--- src/rtl/pc_sequencer_if.sv ---
// Bundle between the decoder/datapath side (master) and the fetch PC stage (slave).
// Carries decode strobes, operand values and the PC/status/statistics outputs.
interface pc_sequencer_if #(
    parameter int PC_WIDTH  = 32,
    parameter int CNT_WIDTH = 32
);
    logic [31:0]          Instr;
    logic                 Beq;
    logic                 Bne;
    logic                 BLTZ;
    logic                 JMP;
    logic                 JAL;
    logic                 JR;
    logic                 SysCALL;
    logic                 Equal;
    logic [31:0]          RsData;
    logic [31:0]          V0Data;
    logic [31:0]          A0Data;
    logic                 Go;
    logic [PC_WIDTH-1:0]  PC;
    logic [PC_WIDTH-1:0]  PCPlus4;
    logic                 Halted;
    logic [31:0]          LedData;
    logic [CNT_WIDTH-1:0] CycleCnt;
    logic [CNT_WIDTH-1:0] JumpCnt;
    logic [CNT_WIDTH-1:0] BranchCnt;

    modport master (
        output Instr, Beq, Bne, BLTZ, JMP, JAL, JR, SysCALL, Equal,
        output RsData, V0Data, A0Data, Go,
        input  PC, PCPlus4, Halted, LedData, CycleCnt, JumpCnt, BranchCnt
    );

    modport slave (
        input  Instr, Beq, Bne, BLTZ, JMP, JAL, JR, SysCALL, Equal,
        input  RsData, V0Data, A0Data, Go,
        output PC, PCPlus4, Halted, LedData, CycleCnt, JumpCnt, BranchCnt
    );
endinterface

--- src/rtl/pc_sequencer.sv ---
// Fetch-side PC stage: next-PC select, syscall halt/resume FSM and display latch.
// Statistics counters exist only when PC_SEQUENCER_STATS_EN is defined; otherwise they read 0.
module pc_sequencer #(
    parameter int                  PC_WIDTH  = 32,
    parameter logic [PC_WIDTH-1:0] RESET_PC  = '0,
    parameter int                  CNT_WIDTH = 32
) (
    input  logic              clk_i,
    input  logic              rst_n_i,
    pc_sequencer_if.slave     bus
);

    typedef enum logic {RUN, HALT} state_t;

    localparam logic [31:0] SYS_EXIT  = 32'd10;
    localparam logic [31:0] SYS_LED   = 32'd34;

    state_t              state_q;
    logic [PC_WIDTH-1:0] pc_q;
    logic [31:0]         led_q;

    logic [PC_WIDTH-1:0] pc_plus4;
    logic [PC_WIDTH-1:0] br_tgt;
    logic [PC_WIDTH-1:0] j_tgt;
    logic [PC_WIDTH-1:0] rs_tgt;
    logic [PC_WIDTH-1:0] next_pc;
    logic                taken;
    logic                jump;

    assign pc_plus4 = pc_q + PC_WIDTH'(4);
    assign br_tgt   = pc_plus4 + {{(PC_WIDTH-18){bus.Instr[15]}}, bus.Instr[15:0], 2'b00};
    assign rs_tgt   = PC_WIDTH'(bus.RsData);

    // Jump target keeps the region bits of PC+4 above the 28-bit jump field.
    generate
        if (PC_WIDTH > 28) begin : g_jtgt_region
            assign j_tgt = {pc_plus4[PC_WIDTH-1:28], bus.Instr[25:0], 2'b00};
        end else begin : g_jtgt_flat
            assign j_tgt = {bus.Instr[25:0], 2'b00};
        end
    endgenerate

    assign taken = (bus.Beq & bus.Equal) | (bus.Bne & ~bus.Equal) | (bus.BLTZ & bus.RsData[31]);
    assign jump  = bus.JMP | bus.JAL | bus.JR;

    always_comb begin
        next_pc = pc_plus4;
        if (bus.JR)
            next_pc = rs_tgt;
        else if (bus.JMP | bus.JAL)
            next_pc = j_tgt;
        else if (taken)
            next_pc = br_tgt;
    end

    always_ff @(posedge clk_i or negedge rst_n_i) begin
        if (!rst_n_i) begin
            state_q <= RUN;
            pc_q    <= RESET_PC;
            led_q   <= '0;
        end else begin
            case (state_q)
                RUN: begin
                    // A syscall always falls through to PC+4, even if a jump strobe is also up.
                    if (bus.SysCALL) begin
                        pc_q <= pc_plus4;
                        if (bus.V0Data == SYS_EXIT)
                            state_q <= HALT;
                        else if (bus.V0Data == SYS_LED)
                            led_q <= bus.A0Data;
                    end else begin
                        pc_q <= next_pc;
                    end
                end
                HALT: begin
                    if (bus.Go)
                        state_q <= RUN;
                end
                default: state_q <= RUN;
            endcase
        end
    end

    assign bus.PC      = pc_q;
    assign bus.PCPlus4 = pc_plus4;
    assign bus.Halted  = (state_q == HALT);
    assign bus.LedData = led_q;

`ifdef PC_SEQUENCER_STATS_EN
    logic [CNT_WIDTH-1:0] cycle_cnt_q;
    logic [CNT_WIDTH-1:0] jump_cnt_q;
    logic [CNT_WIDTH-1:0] branch_cnt_q;

    always_ff @(posedge clk_i or negedge rst_n_i) begin
        if (!rst_n_i) begin
            cycle_cnt_q  <= '0;
            jump_cnt_q   <= '0;
            branch_cnt_q <= '0;
        end else if (state_q == RUN) begin
            cycle_cnt_q <= cycle_cnt_q + CNT_WIDTH'(1);
            if (!bus.SysCALL) begin
                if (jump)
                    jump_cnt_q <= jump_cnt_q + CNT_WIDTH'(1);
                else if (taken)
                    branch_cnt_q <= branch_cnt_q + CNT_WIDTH'(1);
            end
        end
    end

    assign bus.CycleCnt  = cycle_cnt_q;
    assign bus.JumpCnt   = jump_cnt_q;
    assign bus.BranchCnt = branch_cnt_q;
`else
    assign bus.CycleCnt  = '0;
    assign bus.JumpCnt   = '0;
    assign bus.BranchCnt = '0;
`endif

endmodule

--- src/flat_wrapper.sv ---
// flat-port wrapper written by rule: the top's interface ports become plain ports
module pc_sequencer_flat 
#(
    parameter int                  PC_WIDTH  = 32,
    parameter logic [PC_WIDTH-1:0] RESET_PC  = '0,
    parameter int                  CNT_WIDTH = 32
)
  (clk_i, rst_n_i, bus_Instr, bus_Beq, bus_Bne, bus_BLTZ, bus_JMP, bus_JAL, bus_JR, bus_SysCALL, bus_Equal, bus_RsData, bus_V0Data, bus_A0Data, bus_Go, bus_PC, bus_PCPlus4, bus_Halted, bus_LedData, bus_CycleCnt, bus_JumpCnt, bus_BranchCnt);
  pc_sequencer_if #(.PC_WIDTH(PC_WIDTH), .CNT_WIDTH(CNT_WIDTH)) bus_i ();
  input  logic clk_i;
  input  logic rst_n_i;
  input wire logic [$bits(bus_i.Instr)-1:0] bus_Instr;
  input wire logic [$bits(bus_i.Beq)-1:0] bus_Beq;
  input wire logic [$bits(bus_i.Bne)-1:0] bus_Bne;
  input wire logic [$bits(bus_i.BLTZ)-1:0] bus_BLTZ;
  input wire logic [$bits(bus_i.JMP)-1:0] bus_JMP;
  input wire logic [$bits(bus_i.JAL)-1:0] bus_JAL;
  input wire logic [$bits(bus_i.JR)-1:0] bus_JR;
  input wire logic [$bits(bus_i.SysCALL)-1:0] bus_SysCALL;
  input wire logic [$bits(bus_i.Equal)-1:0] bus_Equal;
  input wire logic [$bits(bus_i.RsData)-1:0] bus_RsData;
  input wire logic [$bits(bus_i.V0Data)-1:0] bus_V0Data;
  input wire logic [$bits(bus_i.A0Data)-1:0] bus_A0Data;
  input wire logic [$bits(bus_i.Go)-1:0] bus_Go;
  output wire logic [$bits(bus_i.PC)-1:0] bus_PC;
  output wire logic [$bits(bus_i.PCPlus4)-1:0] bus_PCPlus4;
  output wire logic [$bits(bus_i.Halted)-1:0] bus_Halted;
  output wire logic [$bits(bus_i.LedData)-1:0] bus_LedData;
  output wire logic [$bits(bus_i.CycleCnt)-1:0] bus_CycleCnt;
  output wire logic [$bits(bus_i.JumpCnt)-1:0] bus_JumpCnt;
  output wire logic [$bits(bus_i.BranchCnt)-1:0] bus_BranchCnt;
  assign bus_i.Instr = bus_Instr;
  assign bus_i.Beq = bus_Beq;
  assign bus_i.Bne = bus_Bne;
  assign bus_i.BLTZ = bus_BLTZ;
  assign bus_i.JMP = bus_JMP;
  assign bus_i.JAL = bus_JAL;
  assign bus_i.JR = bus_JR;
  assign bus_i.SysCALL = bus_SysCALL;
  assign bus_i.Equal = bus_Equal;
  assign bus_i.RsData = bus_RsData;
  assign bus_i.V0Data = bus_V0Data;
  assign bus_i.A0Data = bus_A0Data;
  assign bus_i.Go = bus_Go;
  assign bus_PC = bus_i.PC;
  assign bus_PCPlus4 = bus_i.PCPlus4;
  assign bus_Halted = bus_i.Halted;
  assign bus_LedData = bus_i.LedData;
  assign bus_CycleCnt = bus_i.CycleCnt;
  assign bus_JumpCnt = bus_i.JumpCnt;
  assign bus_BranchCnt = bus_i.BranchCnt;
  pc_sequencer #(.PC_WIDTH(PC_WIDTH), .RESET_PC(RESET_PC), .CNT_WIDTH(CNT_WIDTH)) u_core (.clk_i(clk_i), .rst_n_i(rst_n_i), .bus(bus_i));
endmodule
--- config.mk ---
export PLATFORM = sky130hd
export DESIGN_NAME = pc_sequencer_flat
export DESIGN_NICKNAME = d
export VERILOG_FILES = /design/src/rtl/pc_sequencer_if.sv /design/src/rtl/pc_sequencer.sv /design/src/flat_wrapper.sv
export SDC_FILE = /design/constraint.sdc
export NUM_CORES = 1
export LEC_CHECK = 0
export BUFFER_PORTS_ARGS = -buffer_cell sky130_fd_sc_hd__buf_2
export CORE_AREA = 2 2 128 130
export DETAILED_ROUTE_END_ITERATION = 10
export DIE_AREA = 0 0 130 132
export PLACE_DENSITY = 0.73
export SETUP_SLACK_MARGIN = 0.2
export SYNTH_ARGS = -nofsm -noshare
export SYNTH_HDL_FRONTEND = slang
export SYNTH_SLANG_ARGS = --single-unit
--- constraint.sdc ---
create_clock -name clk_i -period 8.56 [get_ports clk_i]
set_clock_uncertainty 0.1 [all_clocks]
set_input_delay 1.712 -clock clk_i [delete_from_list [all_inputs] [get_ports clk_i]]
set_output_delay 1.712 -clock clk_i [all_outputs]
set_load 0.02 [all_outputs]
==> results of run 1 <==
-- report_power, final --
part	internal [mW]	switching, mW	total [mW]	leakage [nW]
Sequential	0.332	0.0446	0.377	0.846
Combinational	0.257	0.432	0.689	3.04
Clock	0.264	0.152	0.416	0.159
Total	0.854	0.629	1.48	4.04
-- state kept, by name (all words and copies together), names as in the netlist --
signal              count
u_core.bus.LedData     32
u_core.bus.Halted       1
u_core.bus.PC          32
-- critical path, delay by kind of cell, from the launching register on --
kind                     cells  cell delay, ps
buffers and inverters        1             260
flip-flops                   1             480
AND/OR/NAND/NOR              4            1310
adder cells (fa/ha/maj)      1             310
XOR/XNOR                     1             430
-- worst max path at each step --
| stage | startpoint | endpoint | slack, ps | depth (start not counted) |
|---|---|---|---|---|
| floorplan | u_core.bus.PC[2] | u_core.bus.PC[31] | 4510 | 15 |
| global placement | u_core.bus.PC[2] | u_core.bus.PC[31] | 4020 | 14 |
| detailed placement | u_core.bus.PC[2] | bus_PCPlus4[26] | 4020 | 7 |
| CTS | u_core.bus.PC[2] | bus_PCPlus4[26] | 3640 | 7 |
| global route | u_core.bus.PC[2] | bus_PCPlus4[26] | 3490 | 7 |
| finish | u_core.bus.PC[2] | bus_PCPlus4[26] | 3610 | 7 |
-- per-stage QoR --
| step | hold slack, ps | cell area, µm² | utilization, % |
|---|---|---|---|
| after floorplan | 509 | 7020 | - |
| after global placement | 364 | 7610 | 48.4 |
| after detailed placement | 372 | 7610 | 48.4 |
| after CTS | 384 | 7940 | 50.5 |
| after global routing | 400 | 7940 | 50.5 |
| final | 378 | 7940 | 50.5 |
-- cells in the final DEF, fill, tap and decap left out, types with 6 or more instances in the layout --
cell and count:
a31oi_1 10, mux2i_1 6, o21a_1 7, a21oi_1 48, a221o_1 7, a211oi_1 9
nand4_1 16, nor2_1 43, nand2_1 57, nor4_1 7, o211ai_1 12, dfrtp_1 65
mux2_2 30, nor3_1 8, buf_2 229, and3_1 9, nand3_1 21, buf_4 8
nand2b_1 6, o21ai_1 9, ha_1 36, conb_1 96, xor2_1 19, xnor2_1 26
a22oi_1 14, inv_1 17, a21o_1 29, clkbuf_16 9, o21ai_0 42
-- kinds of logic (layout without fill, tap and decap cells) --
group,after synthesis,in the layout,synth area share [%]
compound gates,246,246,25.6
simple gates,205,205,16.1
buf+inv,156,271,14.5
flops,65,65,24.4
xor+xnor,45,45,5.92
mux,38,38,6.31
fa+ha+maj,37,37,7.06
other cells,1,96,0.0563
-- final cells by class --
type	instances	area, µm²
flip-flops and latches	65	1630
fillers	1577	7770
multi-input cells	667	4440
well taps	216	270
repair buffers	237	1210
clock buffers	10	239
clock inverters	6	90.1
inverters	18	67.6
-- layer usage --
layer,routed length (µm),up-vias,global-route usage (%)
li1,-,3155,-
met1,8540,3129,29.8
met2,10100,329,39.0
met3,1700,37,4.06
met4,590,0,10.1
met5,0,-,0
==> impl_metrics.ini, run 1 <==
[grt]
first_global_vias = 5946
grt_max_degree = 66
grt_first_pass_wirelength_mm = 31.7
overflow = 0
antenna_found_initial = 0
track_usage_pct = 23.5

[synth]
synth_ff_type = dfrtp_1
synth_top_area_share_pct = 24.4
yosys.area.top_type = dfrtp_1
yosysSeqAreaShare_pct = 24.4
ys_ff_latch = 65
yosysWarnings = 0
yosysMostFrequentCell = buf_4
syn_avg_cell_area_um2 = 8.40
ys_top_cells_by_area = dfrtp_1 24%, buf_4 11%, ha_1 6.8%
synth_cells = 793
synth_cell_types = 77
synth_area_um2 = 6660
ys_async_sr_fraction_pct = 100
synth-edff-count = 0
ys_top_cells_by_count = 99 x buf_4, 65 x dfrtp_1, 57 x nand2_1, 48 x a21oi_1, 44 x nor2_1

[setup_path]
max_stage_delay_ps = 720
cp.arrival_ps = 3140
required_ps = 6750
critPathLaunchType = flop
path_cells = ha_1 -> nand4_1 -> nor4_4 -> nand2_2 -> nor2_1 -> xor2_1 -> buf_2
worstSetupEndpointType = primary output
ff2ff_path_depth = 14
r2r_end = u_core.bus.PC[31]
crit_path_top_delay_cell = nor4_4
timing.rr.start = u_core.bus.PC[2]
cp_max_fo = 9
r2r_setup_slack_ps = 3950
path_class = reg2out

[timing]
grt_setup_unrepaired = no
hold_violations = 0
worst_pin_slew_ps = 935
period_needed_ps = 4950
slew_violations = 0
fin_crit_sh_pct = 57.8
fmax_mhz = 202
setup_viol = 0
slew_headroom_pct = 37.6
fin_ws_ps = 3610
tns_ps = 0

[clock_tree]
hold_buffers = 0
post_cts_resized = 0
postCtsSetupBuffers = 0
cts_num_sinks = 65
cts_tree = built
h-tree-depth = 3
root_buffer = clkbuf_16
insertion_delay_ps = 350
cts_max_path_buffers = 2
cts_inserted_buffers = 9
clk_pin_slew_worst_paths_ps = 50

[floorplanning]
io_pins = 332
initial_core_util_pct = 42.4
rows = 46
dieHeight_um = 132
core_area_um2 = 15700
die_w_um = 130
die_area_um2 = 17200

[worst_hold_path]
hold_class = reg2reg
hold_path_depth = 1
holdPathEnd = u_core.bus.LedData[2]
hp-start = u_core.bus.LedData[2]

[outcome]
outcome = finished clean

[power]
power_leakage_nw = 4.04
power_mw = 1.48
vdd_drop_max_v = 0.0000928
power_density_nw_per_um2 = 187

[drt]
drtIter0Drc = 389
avgRoutedWirePerCell_um = 17.2
vias = 6650
avgViaCountPerCell = 5.46
drtAntennaViolNets = 0
drt-total-wl_mm = 20.9
firstDrtPassIters = 5
drc_errors = 0

[flow_run]
max_cap_violations = 0

[finish]
instances_no_fill = 1219
nNetsFinal = 1174
diodes = 0
area_growth_pct = 19.2
drive_above_1_share_pct = 30.2

[placement]
port_buffers = 229
place_ws_ps = 4020
dpl.hpwl_mm = 16.0
place_inst = 1203
gp_congestion = 0.921
Power figures use the tool's default switching activity.
==> run 2: changes to the inputs <==
ABC_AREA = 1   (was not set)
PLACE_DENSITY = 0.8   (was 0.73)
clock period = 4.9 ns   (was 8.56 ns; I/O delays follow)
==> run 2 against run 1 <==
Combinational power up 64%. Synthesized area up 16%. Count of clock-buffer cells in the layout unchanged. Highest routed layer unchanged. Die area unchanged. Routed wire length up 29%. Critical path type is now reg2reg. Hold slack worse by 13 ps. Sequential power up 68%. Power up 58%.
==> impl_metrics.ini, run 2 <==
[clock_tree]
insertion_delay_ps = 340
cts_max_path_buffers = 2
post_cts_resized = 0
clk_pin_slew_worst_paths_ps = 60
root_buffer = clkbuf_16
cts_tree = built
cts_num_sinks = 65
h-tree-depth = 3
hold_buffers = 0
postCtsSetupBuffers = 0
cts_inserted_buffers = 9

[synth]
synth_cell_types = 47
syn_avg_cell_area_um2 = 5.90
synth_cells = 1314
synth_area_um2 = 7750
yosysWarnings = 0
yosysSeqAreaShare_pct = 21.0
yosysMostFrequentCell = nand2_1
ys_top_cells_by_count = 460 x nand2_1, 201 x inv_1, 100 x nand3_1, 99 x nor2_1, 98 x buf_4
ys_top_cells_by_area = nand2_1 22%, dfrtp_1 21%, inv_1 9.7%
ys_ff_latch = 65
synth_ff_type = dfrtp_1
synth_top_area_share_pct = 22.3
yosys.area.top_type = nand2_1
ys_async_sr_fraction_pct = 100
synth-edff-count = 0

[worst_hold_path]
hold_class = reg2reg
hold_path_depth = 2

[setup_path]
path_cells = ha_1 -> inv_1 -> nor2_4 -> nand2_1 -> inv_2 -> nand2_1 -> o21ai_2 -> inv_1 -> ha_1 -> nand2_1 -> inv_1 -> a21oi_1 -> nand3_1 -> a21oi_1 -> nand2_1 -> nand2_1 -> nor2_1 -> o21ai_0 -> nand2_1
cp.arrival_ps = 3930
max_stage_delay_ps = 420
r2r_setup_slack_ps = 1080
critPathBufInv = 4
path_class = reg2reg
cp_max_fo = 5
worstSetupEndpointType = flop
cp.depth = 19
critical-path-top-delay-family = simple AND/OR/NAND/NOR gates
required_ps = 5000
crit_path_top_delay_cell = dfrtp_1
ff2ff_path_depth = 19
critPathLaunchType = flop
worst_path_most_repeated_cell = nand2_1

[grt]
met2_usage_pct = 48.4
antenna_found_initial = 0
grtUsageMet3_pct = 5.44
overflow = 0
met1_usage_pct = 42.2
grt_first_pass_wirelength_mm = 41.4
track_usage_pct = 31.0
grt_max_degree = 49
busiest_layer = met2
first_global_vias = 7857

[drt]
drt-total-wl_mm = 26.9
drtIter0Drc = 824
firstDrtPassIters = 5
drc_errors = 0
avgRoutedWirePerCell_um = 15.4
vias = 8834
drtAntennaViolNets = 0
avgViaCountPerCell = 5.05

[floorplanning]
dieHeight_um = 132
die_w_um = 130
core_area_um2 = 15700
rows = 46
initial_core_util_pct = 49.3
io_pins = 332
die_area_um2 = 17200

[timing]
hold_violations = 0
fmax_mhz = 262
slew_headroom_pct = 25.8
tns_ps = 0
slew_violations = 0
fin_ws_ps = 1080
grt_setup_unrepaired = no
fin_crit_sh_pct = 78.0
whs_ps = 365
setup_viol = 0
worst_pin_slew_ps = 1110
period_needed_ps = 3820

[finish]
diodes = 0
area_growth_pct = 15.9
nNetsFinal = 1706
drive_above_1_share_pct = 18.5
design_area_um2 = 8980
layout_common_cells = 460 x nand2_1, 229 x buf_2, 201 x inv_1, 100 x nand3_1, 99 x nor2_1
layout_commonest_cell = nand2_1

[outcome]
outcome = finished clean

[power]
power_leakage_nw = 5.48
power_density_nw_per_um2 = 261
vdd_drop_max_v = 0.000184

[flow_run]
max_cap_violations = 0

[placement]
dpl.hpwl_mm = 22.0
placed_cell_area_um2 = 8720
place_ws_ps = 1190
port_buffers = 229
gp_congestion = 0.971
run 2: changes by cell type after synthesis, moves of 10 or more:
cell	before	now
a22oi_1	14	2
clkbuf_1	28	14
a31oi_1	10	0
nor2_1	44	99
xor2_1	19	6
xnor2_1	26	2
mux2_2	30	0
nand2_1	57	460
a21o_1	29	4
o22ai_1	3	20
inv_1	17	201
nand3_1	21	100
run 2: logic make-up (layout without fill, tap and decap cells):
kind of cell             after synthesis  count (layout)  synth area share [%]
XOR/XNOR                               9               9                  1.11
buffers and inverters                335             460                  21.2
adder cells (fa/ha/maj)               37              37                  6.07
other                                  1              96                0.0484
flip-flops                            65              65                  21.0
AO/OA/AOI/OAI                        148             148                  10.9
AND/OR/NAND/NOR                      719             719                  39.6
run 2: path summary, 6_finish.rpt:
path,start,end
setup / recovery,u_core.bus.PC[3],u_core.bus.PC[18]
hold reg to reg,u_core.bus.LedData[20],u_core.bus.LedData[20]
setup reg to reg,u_core.bus.PC[3],u_core.bus.PC[18]
min in group asynchronous,rst_n_i,u_core.bus.PC[21]
max in group asynchronous,rst_n_i,u_core.bus.LedData[2]
hold / removal,u_core.bus.LedData[20],u_core.bus.LedData[20]
run 2: area by class of cell:
type,instances,area (µm²)
fill,1644,6730
multi-input combinational,1009,4830
sequential,65,1630
timing repair buffer,237,1210
inverter,208,781
tap,216,270
clock buffer,10,229
clock inverter,5,33.8
run 2: layer usage:
metal,routed length (µm),vias to the layer above,part of all wire [%]
li1,-,4354,-
met1,11100,3894,41
met2,12000,512,45
met3,2640,74,9.8
met4,1150,0,4.3
met5,0,-,0
run 2: worst reg2reg max path: stages, from the launching register on:
cell and delay [ps]:
dfrtp_1 420, ha_1 320, inv_1 140, nor2_4 200, nand2_1 170, inv_2 150
nand2_1 100, o21ai_2 220, inv_1 100, ha_1 340, nand2_1 130, inv_1 60
a21oi_1 140, nand3_1 280, a21oi_1 270, nand2_1 70, nand2_1 60, nor2_1 60
o21ai_0 290, nand2_1 90
run 2: stage by stage:
| step | total power [mW] | cells | util [%] |
|---|---|---|---|
| final | 2.34 | 1750 | 57.2 |
| after global routing | 2.50 | 1750 | 57.2 |
| after CTS | 2.34 | 1750 | 57.2 |
| after detailed placement | 1.75 | 1735 | 55.5 |
| after global placement | 1.74 | 1735 | 55.5 |
| after floorplan | 1.45 | 1409 | - |
run 2: report_power, final:
| group | switching [mW] | internal [mW] | leakage (nW) |
|---|---|---|---|
| logic | 0.787 | 0.345 | 4.50 |
| registers | 0.0605 | 0.574 | 0.851 |
| clock network | 0.239 | 0.338 | 0.124 |
==> run 3: changes to the inputs <==
ABC_AREA = 0   (was 1)
PLACE_DENSITY = 0.76   (was 0.8)
clock period = 3.5 ns   (was 4.9 ns; I/O delays follow)
==> run 3 against run 2 <==
The run now ends with negative setup slack left. Clock power increased by 77%. Sequential power grew 42%. Register-to-register slack worse by 1100 ps. Critical path type unchanged. Critical endpoint is now u_core.bus.PC[31]. Largest power group unchanged.
==> impl_metrics.ini, run 3 (synthesized netlist as in run 1, its figures left out) <==
[setup_path]
cp_max_fo = 5
worstSetupEndpointType = flop
cp.arrival_ps = 3660
critPathLaunchType = flop
r2r_end = u_core.bus.PC[31]
required_ps = 3640
r2r_setup_slack_ps = -20
path_class = reg2reg
ff2ff_path_depth = 16
timing.rr.start = u_core.bus.PC[2]

[drt]
drc_errors = 0
avgViaCountPerCell = 5.52
drt-total-wl_mm = 25.8
avgRoutedWirePerCell_um = 18.9
drtAntennaViolNets = 0
drtIter0Drc = 779
firstDrtPassIters = 5
vias = 7552

[finish]
layout_commonest_cell = buf_2
diodes = 0
final.fill_count = 1308
register_area_um2 = 1640
area_growth_pct = 49.9
drive_above_1_share_pct = 49.8
design_area_um2 = 9980
nNetsFinal = 1324
utilization_pct = 63.5
layout_common_cells = 228 x buf_2, 145 x buf_4, 96 x conb_1, 53 x dfrtp_1, 51 x nand2_1
multi_input_area_um2 = 5280

[placement]
dpl.hpwl_mm = 18.3
placed_cell_area_um2 = 8690
gp_congestion = 0.937
port_buffers = 229

[grt]
antenna_found_initial = 0
first_global_vias = 7037
grt_max_degree = 53
track_usage_pct = 27.0
overflow = 0
grt_first_pass_wirelength_mm = 36.4

[timing]
slew_headroom_pct = 36.5
fmax_mhz = 284
setup_viol = 2
hold_violations = 0
period_needed_ps = 3520
tns_ps = -39.8
fin_crit_sh_pct = 101
worst_pin_slew_ps = 953
slew_violations = 0
fin_ws_ps = -20.3
grt_setup_unrepaired = yes

[clock_tree]
clk_pin_slew_worst_paths_ps = 70
cts_max_path_buffers = 2
hold_buffers = 0
cts_tree = built
h-tree-depth = 3
root_buffer = clkbuf_16
cts_num_sinks = 65
cts_inserted_buffers = 9
insertion_delay_ps = 350

[power]
power_mw = 4.43
power_density_nw_per_um2 = 444
power_leakage_nw = 4.95
vdd_drop_max_v = 0.000278

[worst_hold_path]
hp-start = u_core.bus.LedData[2]
hold_class = reg2reg
holdPathEnd = u_core.bus.LedData[2]
hold_path_depth = 1

[floorplanning]
core_area_um2 = 15700
dieHeight_um = 132
die_w_um = 130
initial_core_util_pct = 42.4
die_area_um2 = 17200
io_pins = 332
rows = 46

[outcome]
violations = negative setup slack
outcome = complete, but fails checks

[flow_run]
max_cap_violations = 0
-- run 3: changes by cell type in the layout (fill, tap and decap cells not counted), moves of 24 or more --
cell     previous run  this run
buf_4               8       145
nand3_1           100        14
nand2_1           460        51
inv_1             201        14
a21o_1              4        28
mux2_2              0        30
nor2_1             99        31
-- run 3: metrics by stage --
| stage | setup WS, ps | instances | hold slack (ps) |
|---|---|---|---|
| 2_1_floorplan | -0.967 | 888 | 304 |
| 3_3_place_gp | -19.7 | 1316 | 367 |
| 3_5_place_dp | -46.0 | 1316 | 375 |
| 4_1_cts | 10.2 | 1353 | 388 |
| 5_1_grt | -203 | 1369 | 410 |
| 6_report | -20.3 | 1369 | 387 |
-- run 3: power by group --
group | internal, mW | total [mW] | switching [mW]
logic | 1.11 | 2.51 | 1.40
clock network | 0.630 | 1.02 | 0.394
registers | 0.818 | 0.900 | 0.0811
total | 2.55 | 4.43 | 1.88
-- run 3: worst max path at each step --
| stage | from | to |
|---|---|---|
| floorplan | u_core.bus.PC[2] | u_core.bus.PC[31] |
| global placement | u_core.bus.PC[2] | u_core.bus.PC[31] |
| detailed placement | u_core.bus.PC[2] | u_core.bus.PC[31] |
| CTS | u_core.bus.PC[2] | u_core.bus.PC[31] |
| global route | u_core.bus.PC[2] | u_core.bus.PC[30] |
| finish | u_core.bus.PC[2] | u_core.bus.PC[31] |
-- run 3: worst max-delay path: stages (launching register included) --
cell      delay (ps)
dfrtp_2          410
ha_4             150
nand4_1          210
nor4_4           250
buf_6            190
nand2_4           70
nor2_4           160
xor2_4           190
ha_4             230
a21oi_2          130
o21bai_1         100
a21oi_2          250
mux2i_2          310
o311ai_4         140
a211oi_2         240
mux2i_1          110
a21o_1           190
-- run 3: layout make-up --
| cell class | instances | share of cell area (%) |
|---|---|---|
| Clock buffer | 9 | 2.26 |
| Clock inverter | 7 | 1.03 |
| Tap cell | 216 | 2.71 |
| Sequential cell | 65 | 16.4 |
| Multi-Input combinational cell | 667 | 52.9 |
| Inverter | 18 | 0.677 |
| Timing Repair Buffer | 387 | 24.0 |
-- run 3: timing repair --
item                       CTS  global route
pin swaps                   33            56
resized for setup           52            79
setup buffers               21            16
setup endpoints to repair   17            24
-- run 3: per-layer routing --
layer  global-route usage, %  vias up  share of wire, %
met5                       0        -                 0
met2                    47.1      438                50
li1                        -     3449                 -
met3                    5.32       90               7.9
met4                    10.4        0               4.1
met1                    32.5     3575                38
